==> src/rtl/key_debounce.sv <==
// Pushbutton debounce and switch synchroniser for the DE10-Lite SoC PIO inputs.
// Optional accepted-press counter: define KEY_DEBOUNCE_PRESS_COUNT_EN.
module key_debounce #(
    parameter int unsigned DEBOUNCE_CYCLES = 500000,
    parameter int unsigned CNT_W           = $clog2(DEBOUNCE_CYCLES) + 1,
    parameter int unsigned SW_W            = 8
) (
    input  logic            Clk,
    input  logic            Reset,
    input  logic            key_n_in,
    input  logic [SW_W-1:0] sw_in,
    output logic            key_n_out,
    output logic            press_pulse,
    output logic            release_pulse,
`ifdef KEY_DEBOUNCE_PRESS_COUNT_EN
    output logic [7:0]      press_count,
`endif
    output logic [SW_W-1:0] sw_out
);

    localparam logic [CNT_W-1:0] CntMax = CNT_W'(DEBOUNCE_CYCLES - 1);

    typedef enum logic [1:0] {
        StReleased,
        StPressPend,
        StPressed,
        StReleasePend
    } state_e;

    state_e            state;
    logic [CNT_W-1:0]  cnt;
    logic              key_meta;
    logic              key_sync;
    logic [SW_W-1:0]   sw_meta;
    logic              press_accept;
    logic              release_accept;

    always_ff @(posedge Clk) begin
        if (Reset) begin
            key_meta <= 1'b1;
            key_sync <= 1'b1;
            sw_meta  <= '0;
            sw_out   <= '0;
        end else begin
            key_meta <= key_n_in;
            key_sync <= key_meta;
            sw_meta  <= sw_in;
            sw_out   <= sw_meta;
        end
    end

    // A pending level is accepted once it has been stable for DEBOUNCE_CYCLES edges.
    assign press_accept   = (state == StPressPend) && !key_sync && (cnt == CntMax);
    assign release_accept = (state == StReleasePend) && key_sync && (cnt == CntMax);

    always_ff @(posedge Clk) begin
        if (Reset) begin
            state         <= StReleased;
            cnt           <= '0;
            key_n_out     <= 1'b1;
            press_pulse   <= 1'b0;
            release_pulse <= 1'b0;
        end else begin
            press_pulse   <= 1'b0;
            release_pulse <= 1'b0;
            unique case (state)
                StReleased: begin
                    cnt <= '0;
                    if (!key_sync) begin
                        state <= StPressPend;
                    end
                end
                StPressPend: begin
                    if (key_sync) begin
                        state <= StReleased;
                        cnt   <= '0;
                    end else if (press_accept) begin
                        state       <= StPressed;
                        cnt         <= '0;
                        key_n_out   <= 1'b0;
                        press_pulse <= 1'b1;
                    end else begin
                        cnt <= cnt + CNT_W'(1);
                    end
                end
                StPressed: begin
                    cnt <= '0;
                    if (key_sync) begin
                        state <= StReleasePend;
                    end
                end
                StReleasePend: begin
                    if (!key_sync) begin
                        state <= StPressed;
                        cnt   <= '0;
                    end else if (release_accept) begin
                        state         <= StReleased;
                        cnt           <= '0;
                        key_n_out     <= 1'b1;
                        release_pulse <= 1'b1;
                    end else begin
                        cnt <= cnt + CNT_W'(1);
                    end
                end
                default: begin
                    state     <= StReleased;
                    cnt       <= '0;
                    key_n_out <= 1'b1;
                end
            endcase
        end
    end

`ifdef KEY_DEBOUNCE_PRESS_COUNT_EN
    always_ff @(posedge Clk) begin
        if (Reset) begin
            press_count <= 8'd0;
        end else if (press_accept) begin
            press_count <= press_count + 8'd1;
        end
    end
`endif

`ifndef SYNTHESIS
    always_ff @(posedge Clk) begin
        if (!Reset) begin
            assert (!(press_pulse && release_pulse));
            assert (cnt <= CntMax);
        end
    end
`endif

endmodule

==> config.mk <==
export PLATFORM = sky130hd
export DESIGN_NAME = key_debounce
export DESIGN_NICKNAME = d
export VERILOG_FILES = /design/src/rtl/key_debounce.sv
export SDC_FILE = /design/constraint.sdc
export NUM_CORES = 1
export LEC_CHECK = 0
export ABC_AREA = 0
export BUFFER_PORTS_ARGS = -buffer_cell sky130_fd_sc_hd__buf_2
export CORE_ASPECT_RATIO = 0.75
export CORE_MARGIN = 2
export CORE_UTILIZATION = 50
export DETAILED_ROUTE_END_ITERATION = 10
export GPL_TIMING_DRIVEN = 0
export PLACE_DENSITY = 0.71
export SKIP_CTS_REPAIR_TIMING = 1
export SYNTH_ARGS = -nofsm -noshare
export SYNTH_HDL_FRONTEND = slang
export SYNTH_SLANG_ARGS = --single-unit
==> constraint.sdc <==
create_clock -name Clk -period 2.7 [get_ports Clk]
set_input_delay 0.405 -clock Clk [delete_from_list [all_inputs] [get_ports Clk]]
set_output_delay 0.405 -clock Clk [all_outputs]
set_load 0.05 [all_outputs]
==> reports/qor.yml, run 1 <==
outcome:
  status: "finished clean"
clock_tree:
  cts.sinks: 43
  cts-root-buf: "clkbuf_8"
  clock_path_buffers: 2
  htreeDepth: 2
  clkLatencyLatePin_ps: 290
  clk_pin_slew_ps: 80
  cts_tree: "built"
  cts_buffers: 5
pwr:
  power_leakage_uw: 0.000669
  peakVddDrop_mv: 0.371
  cellPowerDensity_nw_per_um2: 680
  p_comb_share_pct: 4.6
  clock_power_share_pct: 44.6
  swShare_pct: 19.4
  seqPwrFrac_pct: 50.8
  p_int_uw: 1040
  p_switching_uw: 250
critical_path:
  path_cells: "nor4b_1 > nand4_1 > o211ai_1 > clkbuf_1 > nor2_1"
  cp.arrival_ps: 2260
  crit_start: "cnt[13]"
  reg2reg_slack_ps: 610
  slowest_delay_ps: 460
  cp_data_required_time_ps: 2860
  startpoint_type: "flop"
  critPathKind: "reg -> reg"
  cp_max_fo: 10
  crit_path_end: "cnt[14]"
  crit_slowest_cell: "nor4b_1"
  r2r_cells: 5
  r2r_start: "cnt[13]"
  end_kind: "flop"
  r2r_end: "cnt[14]"
logic_synthesis:
  synthMuxAreaShare_pct: 0
  synth.net_count: 178
  syn_inst: 166
  synth_top_family_by_area: "simple AND/OR/NAND/NOR gates"
  synthFlopType: "dfxtp_1"
  syn-cell-area_sq_um: 1610
  synth_edf_count: 0
  seq_area_frac_synth_pct: 53.5
  synth_area_leader_cell: "dfxtp_1"
  avgSynthCellArea_sq_um: 9.69
  synthAdderAreaFrac_pct: 0.778
  netlist_top_cells_area: "dfxtp_1, nor2b_1, xnor2_1"
  synth-simple-area-share_pct: 30.8
  synth-compound-area-share_pct: 5.13
  ys_seq_elements: 43
  async_reset_ff_share_pct: 0
  synth-xor-area-share_pct: 7.62
  ys_warn_count: 0
  synth_cell_types: 31
  synth_top_area_share_pct: 53.5
die:
  fp.dieH_microns: 53.1
  dieArea_sq_um: 3690
  coreArea_sq_um: 3000
  pin_count: 22
  num_rows: 17
  die_w_microns: 69.5
  initial_core_util_pct: 53.7
route:
  drt_iter0_markers: 86
  via_per_inst: 5.15
  wl_met2_microns: 1210
  wl_met1_microns: 1460
  top_layer: "met4"
  drt_drc_violations_left: 0
  drt_pass1_iterations: 4
  wl_per_cell_microns: 12.3
  vias: 1199
  wirelength_microns: 2860
  antenna_left: 0
  route.met3.wl_microns: 163
place:
  dpl.hpwl_microns: 2080
  place_ws_ps: 651
  port_buffers: 21
  place_congestion: 0.844
timing:
  tightestPinTransition_ps: 508
  max_freq_mhz: 477
  final-setup-viol-count: 0
  holdWs_ps: 291
  finalSetupTns_ps: 0
  rsz0062_at_grt: "no"
  post-route-period-util_pct: 77.6
  final.setup.worst_slack_ps: 605
  clock_skew_ps: 5.49
  finalHoldViolCount: 0
  drv_slew: 0
  slew_headroom_pct: 65.6
  fin_crit_ps: 2090
layout:
  final_util_pct: 63.2
  layout_commonest_cell: "dfxtp_1"
  drive_above_1_share_pct: 18.5
  diodes: 0
  layout_common_cells: "dfxtp_1, buf_2, nor2_1"
  nNetsFinal: 206
  areaGrowthSynthToFinish_pct: 17.7
  fillers: 236
job:
  maxCapViolCount: 0
worst_hold_path:
  hold_path_class: "in -> reg"
global_routing:
  grt_pass1_wl_microns: 4900
  overflow: 0
  grt_pass1_vias: 1055
  grt_usage_pct: 17.6
  grt_max_degree: 14
  antenna_found_initial: 0
==> power groups by stage <==
stage / clock network, uW / registers [uW] / logic (uW)
4_1_cts: 585 / 654 / 59.6
6_report: 575 / 654 / 59.2
5_1_grt: 614 / 656 / 63.7
2_1_floorplan: 0 / 694 / 16.2
3_3_place_gp: 0 / 668 / 58.7
3_5_place_dp: 0 / 669 / 59.6
==> per-stage QoR <==
step	area [sq um]	instances	power, uW
2_1_floorplan	1610	166	710
6_report	1890	233	1290
3_5_place_dp	1760	225	728
4_1_cts	1890	233	1300
3_3_place_gp	1760	225	727
5_1_grt	1890	233	1330
==> cell families after synthesis <==
family                     count (synthesis)
AOI/OAI and AO/OA                         14
xor gates and xnor gates                  14
adders and majority gates                  1
buffers and inverters                      9
DFF                                       43
and+or+nand+nor                           85
==> routing by layer <==
layer,global-route usage (%),vias to the layer above
met5,0,-
met4,7.84,0
met3,5.14,5
met2,25.5,31
met1,24.3,540
li1,-,623
==> critical path, delay by kind of cell (launching register included) <==
family / cells / cell delay [ps]
DFF: 1 / 420
buffers and inverters: 1 / 400
and+or+nand+nor: 3 / 870
AOI/OAI and AO/OA: 1 / 270
==> area by class of cell <==
type,count,area [sq um],area share [%]
repair buffers,21,105,5.55
flip-flops and latches,43,861,45.4
inverters,4,15.0,0.793
plain buffers,5,20.0,1.06
multi-input cells,114,713,37.6
clock buffers,6,72.6,3.83
clock inverters,2,60.1,3.17
well taps,38,47.5,2.51
==> state kept, by name (all words and copies together) (netlist names), named ones only <==
| name | flops |
|---|---|
| release_pulse | 1 |
| state | 1 |
| key_sync | 1 |
| press_pulse | 1 |
| key_n_out | 1 |
| cnt | 20 |
| sw_out | 8 |
| sw_meta | 8 |
| key_meta | 1 |
==> synthesized netlist by cell type, types with 5 or more instances <==
cell / number
nor2_1: 20
o21ai_0: 5
nor3_1: 6
nand2_1: 8
xnor2_1: 10
nand4_1: 5
nand3_1: 5
a21oi_1: 5
or3_1: 5
dfxtp_1: 43
nor2b_1: 17
==> worst min path at each step <==
stage | to | depth (start not counted) | slack [ps] | from
global route | key_meta | 2 | 290 | key_n_in
finish | key_meta | 2 | 290 | key_n_in
global placement | key_sync | 1 | 390 | key_meta
detailed placement | key_sync | 1 | 400 | key_meta
CTS | key_meta | 2 | 290 | key_n_in
floorplan | key_sync | 1 | 390 | key_meta
Power figures use the tool's default switching activity.
==> run 2: changes to the inputs <==
==> constraint.sdc (replaced) <==
create_clock -name Clk -period 2 [get_ports Clk]
set_input_delay 0.3 -clock Clk [delete_from_list [all_inputs] [get_ports Clk]]
set_output_delay 0.3 -clock Clk [all_outputs]
set_load 0.05 [all_outputs]
==> run 2 against run 1 <==
Effect of this change:
- die area unchanged
- utilization increased by 1.2 points
- sequential share of layout area decreased by 0.76 points
- flip-flop and latch count unchanged
- clock-buffer cell count unchanged
- clock skew about the same
- first-iteration DRC count decreased by 30%
- combinational power increased by 35%
- non-clock buffer count unchanged
- wire length increased by 3.6%
- maximum frequency increased by 11%
- setup slack got worse by 490 ps
==> reports/qor.yml, run 2 (synthesis gave the netlist of run 1 again) <==
timing:
  finalHoldViolCount: 0
  slew_headroom_pct: 71.1
  max_freq_mhz: 532
  post-route-period-util_pct: 94.0
  tightestPinTransition_ps: 434
  final-setup-viol-count: 0
  finalSetupTns_ps: 0
  rsz0062_at_grt: "no"
  fin_crit_ps: 1880
  drv_slew: 0
  clock_skew_ps: 5.58
  holdWs_ps: 186
clock_tree:
  cts.sinks: 43
  clk_pin_slew_ps: 80
  cts-root-buf: "clkbuf_8"
  clock_path_buffers: 2
  htreeDepth: 2
  cts_buffers: 5
  clkLatencyLatePin_ps: 290
  cts_tree: "built"
pwr:
  peakVddDrop_mv: 0.501
  cellPowerDensity_nw_per_um2: 901
  power_leakage_uw: 0.000682
route:
  wl_per_cell_microns: 12.7
  antenna_left: 0
  drt_pass1_iterations: 4
  wirelength_microns: 2970
  drt_iter0_markers: 60
  via_per_inst: 5.18
  vias: 1208
  drt_drc_violations_left: 0
global_routing:
  antenna_found_initial: 0
  grt_usage_pct: 17.6
  grt_pass1_wl_microns: 4900
  grt_pass1_vias: 1055
  overflow: 0
  grt_max_degree: 14
layout:
  fillers: 230
  regArea_sq_um: 862
  drive_above_1_share_pct: 21.5
  nNetsFinal: 206
  diodes: 0
  areaGrowthSynthToFinish_pct: 19.9
  multi_input_area_sq_um: 744
  reg_top3: "cnt (20), sw_meta (8), sw_out (8)"
  largest_reg_flops: 20
  top_register: "cnt"
  layout_common_cells: "dfxtp_1, buf_2, nor2_1"
  layout_commonest_cell: "dfxtp_1"
die:
  pin_count: 22
  dieArea_sq_um: 3690
  die_w_microns: 69.5
  num_rows: 17
  coreArea_sq_um: 3000
  initial_core_util_pct: 53.7
  fp.dieH_microns: 53.1
critical_path:
  reg2reg_slack_ps: 120
  crit_slowest_cell: "or4_4"
  critPathKind: "reg -> reg"
  end_kind: "flop"
  cp.arrival_ps: 2090
  slowest_delay_ps: 600
  startpoint_type: "flop"
  cp_max_fo: 6
  path_cells: "ha_4 > nand4_4 > or4_4 > or3_1 > a21oi_1"
  crit_buf_inv: 0
  critPathTopFamily: "simple AND/OR/NAND/NOR gates"
  cp_data_required_time_ps: 2210
job:
  maxCapViolCount: 0
worst_hold_path:
  hold_path_class: "in -> reg"
place:
  port_buffers: 21
  place_congestion: 0.844
  dpl.hpwl_microns: 2080
outcome:
  status: "finished clean"
[run 2: cell counts in the layout (fill, tap and decap cells not counted)]
No cell type changed its count.
[run 2: layer usage]
layer	global-route usage (%)	share of wire (%)	vias to the layer above
met1	24.3	51	553
met4	7.84	1.3	0
li1	-	-	627
met2	25.5	43	23
met3	5.14	4.5	5
met5	0	0	-
[run 2: stage by stage]
step / cell area (sq um) / cells / total power, uW / utilization [%] / setup slack (ps)
2_1_floorplan: 1610 / 166 / 958 / - / 195
3_3_place_gp: 1760 / 225 / 981 / 58.7 / -30.6
3_5_place_dp: 1760 / 225 / 983 / 58.7 / -49.2
4_1_cts: 1890 / 233 / 1750 / 63.2 / -71.3
5_1_grt: 1930 / 233 / 1800 / 64.3 / 7.23
6_report: 1930 / 233 / 1740 / 64.3 / 119
[run 2: path summary, 6_finish.rpt]
kind                  from  endpoint  cells past startpoint
setup / recovery    cnt[1]   cnt[16]                      5
hold reg to reg   key_meta  key_sync                      1
hold / removal    key_n_in  key_meta                      2
setup reg to reg    cnt[1]   cnt[16]                      5
[run 2: power by group]
group | switching [uW] | total [uW] | leakage (uW) | internal [uW]
logic | 53.3 | 80.0 | 0.000266 | 26.7
registers | 6.60 | 883 | 0.000351 | 876
clock network | 277 | 776 | 0.0000654 | 499
total | 337 | 1740 | 0.000682 | 1400
[run 2: area by class of cell]
| cell class | instances | area share [%] |
|---|---|---|
| plain buffers | 5 | 1.17 |
| clock buffers | 6 | 3.76 |
| clock inverters | 2 | 3.11 |
| inverters | 4 | 0.778 |
| multi-input cells | 114 | 38.6 |
| flip-flops and latches | 43 | 44.7 |
| well taps | 38 | 2.46 |
| repair buffers | 21 | 5.45 |
==> run 3: changes to the inputs <==
--- a/config.mk
+++ b/config.mk
@@ -10,9 +10,10 @@
 export CORE_ASPECT_RATIO = 0.75
 export CORE_MARGIN = 2
 export CORE_UTILIZATION = 50
+export CTS_BUF_LIST = sky130_fd_sc_hd__clkbuf_8
 export DETAILED_ROUTE_END_ITERATION = 10
 export GPL_TIMING_DRIVEN = 0
-export PLACE_DENSITY = 0.71
+export PLACE_DENSITY = 0.68
 export SKIP_CTS_REPAIR_TIMING = 1
 export SYNTH_ARGS = -nofsm -noshare
 export SYNTH_HDL_FRONTEND = slang
==> run 3 against run 2 <==
Effect of this change:
- clock-buffer cell count shrank 1
- clock skew hardly changed
- first-iteration DRC count fell by 17%
- global-route usage shrank 0.86 points
- cell area is 1.1% lower
- maximum frequency decreased by 2.7%
- register-to-register slack got worse by 50 ps
- utilization down 0.71 points
- wire length shrank 10%
- critical path type unchanged
- largest cell class unchanged
==> reports/qor.yml, run 3 (synthesis gave the netlist of run 1 again) <==
outcome:
  status: "finished clean"
critical_path:
  cp_data_required_time_ps: 2210
  path_cells: "ha_4 > nand4_4 > or3_1 > or4_1 > nor3_1"
  cp_max_fo: 6
  r2r_start: "cnt[0]"
  r2r_cells: 5
  cp.arrival_ps: 2140
  crit_slowest_cell: "or4_1"
  end_kind: "flop"
  reg2reg_slack_ps: 70
  slowest_delay_ps: 550
  critPathKind: "reg -> reg"
  r2r_end: "release_pulse"
  startpoint_type: "flop"
pwr:
  cellPowerDensity_nw_per_um2: 852
  clock_power_share_pct: 40.9
  p_int_uw: 1270
  p_switching_uw: 352
  peakVddDrop_mv: 0.602
  swShare_pct: 21.6
  p_comb_share_pct: 4.9
  seqPwrFrac_pct: 54.2
  power_leakage_uw: 0.000674
route:
  wl_per_cell_microns: 11.5
  drt_pass1_iterations: 4
  via_per_inst: 5.14
  drt_iter0_markers: 50
  antenna_left: 0
  drt_drc_violations_left: 0
  vias: 1197
  wirelength_microns: 2670
worst_hold_path:
  hp-start: "key_n_in"
  min_to: "key_meta"
  hold_path_class: "in -> reg"
  whs_path_depth: 2
die:
  initial_core_util_pct: 53.7
  dieArea_sq_um: 3690
  pin_count: 22
  fp.dieH_microns: 53.1
  num_rows: 17
  die_w_microns: 69.5
  coreArea_sq_um: 3000
timing:
  holdWs_ps: 186
  fin_crit_ps: 1930
  final-setup-viol-count: 0
  tightestPinTransition_ps: 431
  drv_slew: 0
  finalHoldViolCount: 0
  max_freq_mhz: 518
  slew_headroom_pct: 71.3
  clock_skew_ps: 5.29
  post-route-period-util_pct: 96.6
  final.setup.worst_slack_ps: 67.6
  rsz0062_at_grt: "no"
clock_tree:
  clkLatencyLatePin_ps: 290
  cts_tree: "built"
  cts-root-buf: "clkbuf_8"
  clk_pin_slew_ps: 80
  clock_path_buffers: 2
  cts.sinks: 43
  cts_buffers: 5
  htreeDepth: 2
global_routing:
  overflow: 0
  grt_pass1_wl_microns: 4640
  grt_max_degree: 15
  grt_pass1_vias: 1047
  grt_usage_pct: 16.7
  antenna_found_initial: 0
layout:
  largest_reg_flops: 20
  fillers: 266
  diodes: 0
  areaGrowthSynthToFinish_pct: 18.6
  top_register: "cnt"
  layout_common_cells: "dfxtp_1, buf_2, nor2_1"
  layout_commonest_cell: "dfxtp_1"
  final_util_pct: 63.6
  drive_above_1_share_pct: 21.5
  reg_top3: "cnt (20), sw_meta (8), sw_out (8)"
  nNetsFinal: 206
place:
  place_ws_ps: -63.8
  port_buffers: 21
  place_congestion: 0.825
  dpl.hpwl_microns: 1990
job:
  maxCapViolCount: 0
## run 3: cell count changes in the layout (fill, tap and decap cells not counted)
cell,before,now
bufinv_16,2,1
clkbuf_1,3,2
clkinv_2,0,1
clkinv_4,0,1
dfxtp_1,42,43
dfxtp_2,1,0
## run 3: power by group through the flow
stage | combinational [uW] | clock, uW | sequential [uW]
after CTS | 80.2 | 685 | 882
after global placement | 78.7 | 0 | 902
after global routing | 85.2 | 716 | 884
after detailed placement | 80.1 | 0 | 902
after floorplan | 21.9 | 0 | 937
final | 79.4 | 665 | 882
## run 3: worst max-delay path: cells and delay by family (launching register included)
family	cells	cell delay (ps)
and+or+nand+nor	4	1240
DFF	1	420
adders and majority gates	1	190
## run 3: how the worst max path moves through the flow
stage                       from             to  slack (ps)
after floorplan           cnt[0]    press_pulse         190
after global placement    cnt[0]         cnt[9]         -20
after detailed placement  cnt[0]         cnt[4]         -60
after CTS                 cnt[0]         cnt[4]         -80
after global routing      cnt[0]  release_pulse          10
final                     cnt[0]  release_pulse          70
## run 3: per-layer routing
layer | track usage (%) | vias to the layer above | share of wire [%]
met5 | 0 | - | 0
met4 | 9.80 | 0 | 1.6
met3 | 5.14 | 4 | 5.5
met2 | 26.9 | 29 | 45
met1 | 20.1 | 537 | 48
li1 | - | 627 | -
## run 3: through the flow
| stage | TNS, ps | cell area, sq um | std cells | power, uW |
|---|---|---|---|---|
| final | 0 | 1910 | 233 | 1630 |
| after global routing | 0 | 1910 | 233 | 1690 |
| after CTS | -858 | 1870 | 233 | 1650 |
| after detailed placement | -535 | 1760 | 225 | 983 |
| after global placement | -214 | 1760 | 225 | 981 |
| after floorplan | 0 | 1610 | 166 | 958 |
## run 3: layout make-up
type	count	area [sq um]	share of cell area, %
Inverter	4	15.0	0.787
Tap cell	38	47.5	2.49
Sequential cell	43	861	45.1
Clock inverter	3	43.8	2.30
Buffer	5	22.5	1.18
Timing Repair Buffer	21	105	5.51
Multi-Input combinational cell	114	744	39.0
Clock buffer	5	68.8	3.61
